File: src/rtl/dmem_arbiter.sv
// Two-port arbiter/sequencer in front of the 256x64 data memory.
// Port A (CPU) has priority; port B (debug/DMA) is forced after MAX_CONSEC A wins.
module dmem_arbiter #(
    parameter int ADDR_W     = 48,
    parameter int DATA_W     = 64,
    parameter int MEM_WORDS  = 256,
    parameter int MAX_CONSEC = 4
) (
    input  logic              clk,
    input  logic              rst_n,

    input  logic              a_req,
    input  logic              a_we,
    input  logic [ADDR_W-1:0] a_addr,
    input  logic [DATA_W-1:0] a_wdata,
    output logic              a_gnt,
    output logic              a_rvalid,
    output logic [DATA_W-1:0] a_rdata,
    output logic              a_err,

    input  logic              b_req,
    input  logic              b_we,
    input  logic [ADDR_W-1:0] b_addr,
    input  logic [DATA_W-1:0] b_wdata,
    output logic              b_gnt,
    output logic              b_rvalid,
    output logic [DATA_W-1:0] b_rdata,
    output logic              b_err,

    output logic [ADDR_W-1:0] mem_address,
    output logic [DATA_W-1:0] mem_write_data,
    output logic              mem_write,
    output logic              mem_read,
    input  logic [DATA_W-1:0] mem_read_data
);

    localparam logic [ADDR_W-1:0] ADDR_LIMIT = ADDR_W'(MEM_WORDS);
    localparam logic [3:0]        CONS_MAX   = 4'(MAX_CONSEC);

    typedef enum logic [1:0] {
        OWN_NONE,
        OWN_A,
        OWN_B
    } owner_t;

    owner_t      r_owner;
    owner_t      w_owner_nxt;
    logic [3:0]  r_cons;
    logic        r_a_err;
    logic        r_b_err;
    logic        r_rd_oor;

    logic        w_a_gnt;
    logic        w_b_gnt;
    logic        w_a_inr;
    logic        w_b_inr;
    logic        w_a_issue;
    logic        w_b_issue;

    assign w_a_inr = (a_addr < ADDR_LIMIT);
    assign w_b_inr = (b_addr < ADDR_LIMIT);

    // B is only ever blocked by A, and A only yields when its streak hit the limit
    assign w_a_gnt   = rst_n & a_req & ~(b_req & (r_cons == CONS_MAX));
    assign w_b_gnt   = rst_n & b_req & ~w_a_gnt;
    assign w_a_issue = w_a_gnt & w_a_inr;
    assign w_b_issue = w_b_gnt & w_b_inr;

    assign a_gnt = w_a_gnt;
    assign b_gnt = w_b_gnt;

    always_comb begin
        mem_address    = '0;
        mem_write_data = '0;
        mem_write      = 1'b0;
        mem_read       = 1'b0;
        if (w_a_issue) begin
            mem_address    = a_addr;
            mem_write_data = a_wdata;
            mem_write      = a_we;
            mem_read       = ~a_we;
        end else if (w_b_issue) begin
            mem_address    = b_addr;
            mem_write_data = b_wdata;
            mem_write      = b_we;
            mem_read       = ~b_we;
        end
    end

    always_comb begin
        w_owner_nxt = OWN_NONE;
        if (w_a_gnt && !a_we) begin
            w_owner_nxt = OWN_A;
        end else if (w_b_gnt && !b_we) begin
            w_owner_nxt = OWN_B;
        end
    end

    always_ff @(posedge clk) begin
        if (!rst_n) begin
            r_owner  <= OWN_NONE;
            r_cons   <= '0;
            r_a_err  <= 1'b0;
            r_b_err  <= 1'b0;
            r_rd_oor <= 1'b0;
        end else begin
            r_owner  <= w_owner_nxt;
            r_a_err  <= w_a_gnt & ~w_a_inr;
            r_b_err  <= w_b_gnt & ~w_b_inr;
            r_rd_oor <= (w_a_gnt & ~a_we & ~w_a_inr) | (w_b_gnt & ~b_we & ~w_b_inr);
            if (w_b_gnt || !b_req) begin
                r_cons <= '0;
            end else if (w_a_gnt && (r_cons != CONS_MAX)) begin
                r_cons <= r_cons + 4'd1;
            end
        end
    end

    assign a_rvalid = (r_owner == OWN_A);
    assign b_rvalid = (r_owner == OWN_B);
    assign a_err    = r_a_err;
    assign b_err    = r_b_err;

    // out-of-range reads return zero since the memory was never accessed
    assign a_rdata = (rst_n && a_rvalid && !r_rd_oor) ? mem_read_data : '0;
    assign b_rdata = (rst_n && b_rvalid && !r_rd_oor) ? mem_read_data : '0;

endmodule

File: config.mk
export PLATFORM = sky130hd
export DESIGN_NAME = dmem_arbiter
export DESIGN_NICKNAME = d
export VERILOG_FILES = /design/src/rtl/dmem_arbiter.sv
export SDC_FILE = /design/constraint.sdc
export NUM_CORES = 1
export LEC_CHECK = 0
export BUFFER_PORTS_ARGS = -buffer_cell sky130_fd_sc_hd__buf_2
export CAP_MARGIN = 20
export CORE_AREA = 4 4 207 209
export CTS_BUF_LIST = sky130_fd_sc_hd__clkbuf_4
export DETAILED_ROUTE_END_ITERATION = 8
export DIE_AREA = 0 0 211 213
export PLACE_DENSITY = 0.38
export SYNTH_ARGS = -nofsm -noshare
export SYNTH_HDL_FRONTEND = slang
export SYNTH_SLANG_ARGS = --single-unit
File: constraint.sdc
create_clock -name clk -period 2 [get_ports clk]
set_input_delay 0.1 -clock clk [delete_from_list [all_inputs] [get_ports clk]]
set_output_delay 0.1 -clock clk [all_outputs]
set_load 0.01 [all_outputs]
Yosys cells after proc, flatten, opt, wreduce, memory -nomap -nowiden
Index checks and enable logic that the tools add are counted.
{ "op_classes": {"addsub": 1, "muxes": 12, "n_eq_ne": 4, "reduce_logical": 14, "order_cmp": 2, "n_bitwise": 21} }
{ "op_table": {"columns": ["operator", "count"], "rows": [
  ["$mux W64", 4],
  ["$lt A48 B9 Y1 const B", 2],
  ["$mux W48", 2],
  ["$and A1 B1 Y1", 13],
  ["$logic_and A1 B1 Y1", 7],
  ["$not A1 Y1", 7],
  ["$mux W1", 5],
  ["$add A4 B1 Y4 const B", 1],
  ["$eq A4 B3 Y1 const B", 1],
  ["$logic_not A1 Y1", 4],
  ["$ne A4 B3 Y1 const B", 1],
  ["$reduce_or A2 Y1", 2],
  ["$eq A2 B1 Y1 const B", 1],
  ["$eq A2 B2 Y1 const B", 1],
  ["$mux W2", 1],
  ["$logic_or A1 B1 Y1", 1],
  ["$or A1 B1 Y1", 1]
]} }
{ "totals": {"ff_bits": 9, "input_bits": 294, "elab_cells": 60} }

Depth between registers and ports, before layout
{ "depth": {"word_depth": 9, "ltp_mapped": 9, "ltp_nobuf": 7} }

Worst setup path before layout
No wires, ideal clock.
{ "synth_timing": {"kind": "register to output", "start": "register r_cons[0]", "end": "output mem_write_data[10]", "path_stages_with_launch": 9, "required_ps": 1900, "t_arrival_ps": 1692, "path_buffers": 2, "setup_slack_ps": 208, "cell_sequence": "dfxtp_1 inv_1 ha_1 nand4b_1 a31oi_1 buf_2 clkbuf_1 nand2_1 o22ai_1"} }
{ "synth_via": {"elab_chain_cells": 9, "elab_cells_between_ends": 10, "cone_classes": "eq/ne (1); mux (2); bitwise (7)"} }
{ "synth_lines": {"columns": ["item", "line_no", "text"], "rows": [
  ["from (decl)", "48", "logic [3:0] r_cons;"],
  ["from (signal assigned)", "114", "r_cons <= r_cons + 4'd1;"],
  ["$eq A4 B3 Y1 *", "64", "assign w_a_gnt = rst_n & a_req & ~(b_req & (r_cons == CONS_MAX));"],
  ["$and A1 B1 Y1 *", "64", null],
  ["$not A1 Y1 *", "64", null],
  ["$and A1 B1 Y1 *", "64", null],
  ["$not A1 Y1", "65", "assign w_b_gnt = rst_n & b_req & ~w_a_gnt;"],
  ["$and A1 B1 Y1", "65", null],
  ["$and A1 B1 Y1", "67", "assign w_b_issue = w_b_gnt & w_b_inr;"],
  ["$mux W64", "82", "end else if (w_b_issue) begin"],
  ["$mux W64 *", "77", "if (w_a_issue) begin"],
  ["to (decl)", "31", "output logic [DATA_W-1:0] mem_write_data,"]
]} }
Mark *: on every way between the ends. The rest lies on a longest branch, timed or not.

Worst setup path after layout
{ "layout_timing": {"start": "register r_cons[0]", "end": "output mem_write_data[4]"} }
The elaborated chain is that of the path after synthesis.

==> impl_metrics.json <==
{
  "status": "finished with violations",
  "violations": "setup timing",
  "ant_nets": 0,
  "core_area_um2": 40830,
  "layout_setup_ws_ns": -0.1422,
  "cpMostUsedCell": "buf_12",
  "port-buffer-count": 501,
  "power_density_nw_per_um2": 162.6,
  "area_growth_pct": 117.4,
  "r2r_cells": 9,
  "holdBufCountCts": 0,
  "hold_depth": 2,
  "num_vias": 5338,
  "clockBufferDepth": 2,
  "yosysWarnings": 0,
  "critPathRequiredTime_ns": 1.90,
  "die_height_um": 213,
  "setup_violations": 74,
  "cts_sinks": 9,
  "synth_top_area_share": 0.2544,
  "place.gp.congestion": 0.8574,
  "yosysUniqueCellTypes": 28,
  "ys_seq_area_frac": 0.05636,
  "hold-path-endpoint": "r_owner[0]",
  "drive_above_1_share": 0.6350,
  "syn_avg_cell_area_um2": 6.368,
  "cts_tree": "yes",
  "final_core_util": 0.1702,
  "crit_type": "flip-flop to output pin",
  "slowest_stage": "dfxtp_2",
  "finalMaxSlewViolations": 0,
  "syn_inst": 502,
  "start_kind": "flip-flop",
  "hold_violations": 0,
  "reg2reg_slack_ns": 0.33,
  "slowest_delay_ns": 0.33,
  "gr-total-overflow": 0,
  "async_flop_share": 0,
  "ys_ff_latch": 9,
  "dp_hpwl_um": 21660,
  "via_per_inst": 3.468,
  "worst_setup_path_end_kind": "output pin",
  "dr.first_iter.drc_count": 136,
  "numCtsBuffers": 3,
  "crit_chain": "inv_2 > ha_4 > nand4b_1 > a31oi_4 > buf_12 > buf_12 > clkbuf_16 > nand2_1 > o22ai_1 > buf_2",
  "synth-edff-count": 0,
  "reg2reg_from": "r_cons[0]",
  "finalNetCount": 1297,
  "holdCritPathClass": "input port to flip-flop",
  "wl_um": 26350,
  "p_leak_nw": 3.594,
  "place_ws_ns": -0.02460,
  "netlist_top_cells_area": "and2_1 (25%), o22ai_2 (19%), nand2_1 (18%)",
  "route.detailed.drc": 0,
  "cp-startpoint": "r_cons[0]",
  "fin_worst_skew_ns": 0.001134,
  "synthTopCellsByCount": "nand2_1 (150), and2_1 (130), o22ai_2 (48)",
  "die-area_um2": 44940,
  "ios": 542,
  "critPathTopFamily": "buffers and inverters",
  "row_count": 74,
  "placed_area_um2": 6266,
  "total_power_w": 0.001130,
  "final.min_clock_period_ns": 2.142,
  "syn_area_um2": 3197,
  "crit_buf_inv": 5,
  "clk_pin_slew_ns": 0.07,
  "hold_ws_ns": 0.04642,
  "period_share": 1.071,
  "track_usage": 0.1020,
  "peakVddDrop_mv": 0.08854,
  "crit_arrival_ns": 2.04,
  "first_pass_iters": 4,
  "grt_max_degree": 65,
  "wire_per_inst_um": 17.12,
  "initial_core_util": 0.07829,
  "postLayoutCellArea_um2": 6949,
  "cts_max_level": 1,
  "num-fill-cells": 4733,
  "antenna_found_initial": 14,
  "yosys.cell_count.top_type": "nand2_1",
  "chipWidth_um": 211,
  "min_from": "a_we",
  "rsz0062_at_grt": "yes",
  "grt_pass1_vias": 5278,
  "yosys_most_used_dff": "dfxtp_1",
  "drv_cap": 0,
  "timing.rr.end": "b_err",
  "cts-root-buf": "clkbuf_4",
  "critPathMaxFanout": 6,
  "clock_latency_ns": 0.26,
  "synth.largest_area_cell": "and2_1",
  "grt_pass1_wl_um": 34380,
  "fmax_ghz": 0.4668
}
[cell usage in the layout, fill, tap and decap left out, types with 5 or more instances in the layout]
| master | synthesis | layout |
|---|---|---|
| buf_4 | 44 | 18 |
| buf_2 | 4 | 490 |
| o22ai_1 | 25 | 14 |
| nor2_1 | 5 | 5 |
| buf_12 | 0 | 10 |
| nor4_1 | 20 | 20 |
| nand2_1 | 150 | 132 |
| diode_2 | 0 | 7 |
| o22ai_2 | 48 | 57 |
| and2_1 | 130 | 130 |
| nand2_4 | 0 | 5 |
| buf_6 | 6 | 11 |
| dfxtp_1 | 9 | 7 |
| conb_1 | 1 | 40 |
| nand2_2 | 0 | 13 |
| buf_16 | 0 | 7 |
[stage by stage]
step,setup TNS (ns),instances
floorplan,0,541
finish,-6.168,1539
global placement,-0.04146,1508
detailed placement,-0.02460,1508
global route,-15.32,1535
CTS,-9.964,1525
[power by group]
part / total [W] / leakage [nW] / internal (W) / switching (W)
sequential: 0.000190 / 0.0746 / 0.000185 / 0.00000433
combinational: 0.000776 / 3.50 / 0.000398 / 0.000378
clock: 0.000164 / 0.0184 / 0.0000906 / 0.0000737
total: 0.00113 / 3.59 / 0.000674 / 0.000456
[routing by layer]
layer | GRT usage | vias to the layer above | wire length, µm
met4 | 0.01923 | 4 | 587
met2 | 0.2118 | 348 | 14410
li1 | - | 2598 | -
met1 | 0.1049 | 2358 | 9113
met5 | 0 | - | 22
met3 | 0.01969 | 30 | 2219
[sequential cells by signal (all words and copies together), names as in the netlist]
name      cells
r_cons        4
a_err         1
r_rd_oor      1
b_err         1
r_owner       2
[area by class of cell]
| type | instances | area, µm² | area share |
|---|---|---|---|
| well taps | 532 | 665.6 | 0.09579 |
| inverters | 6 | 25.02 | 0.003601 |
| diodes | 7 | 17.52 | 0.002521 |
| flip-flops and latches | 9 | 182.7 | 0.02629 |
| clock buffers | 4 | 30.03 | 0.004321 |
| multi-input cells | 440 | 2819 | 0.4057 |
| repair buffers | 541 | 3209 | 0.4618 |
[cells by family (layout without fill, tap and decap cells)]
family	after synthesis	after routing	share of synthesized area
DFF	9	9	0.05636
adders and majority gates	2	2	0.007827
AOI/OAI and AO/OA	77	77	0.2470
xor gates and xnor gates	2	2	0.005480
and+or+nand+nor	319	319	0.5068
buffers and inverters	92	551	0.1753
other	1	47	0.001173
[worst max-delay path by stage]
stage	slack (ns)	depth (start not counted)	end
final	-0.14	10	mem_write_data[4]
after detailed placement	-0.02	7	mem_write_data[2]
after global placement	-0.04	7	mem_write_data[2]
after global routing	-0.26	10	mem_write_data[16]
after CTS	-0.17	10	mem_write_data[1]
after floorplan	0.21	8	mem_write_data[10]
[timing repair]
item                       4_1_cts  5_1_grt
setup buffers                    7        5
gates resized for setup         58       18
gates cloned                     6        3
setup endpoints to repair       74       75
pin swaps                       11        3
(Power assumes the default switching activity.)
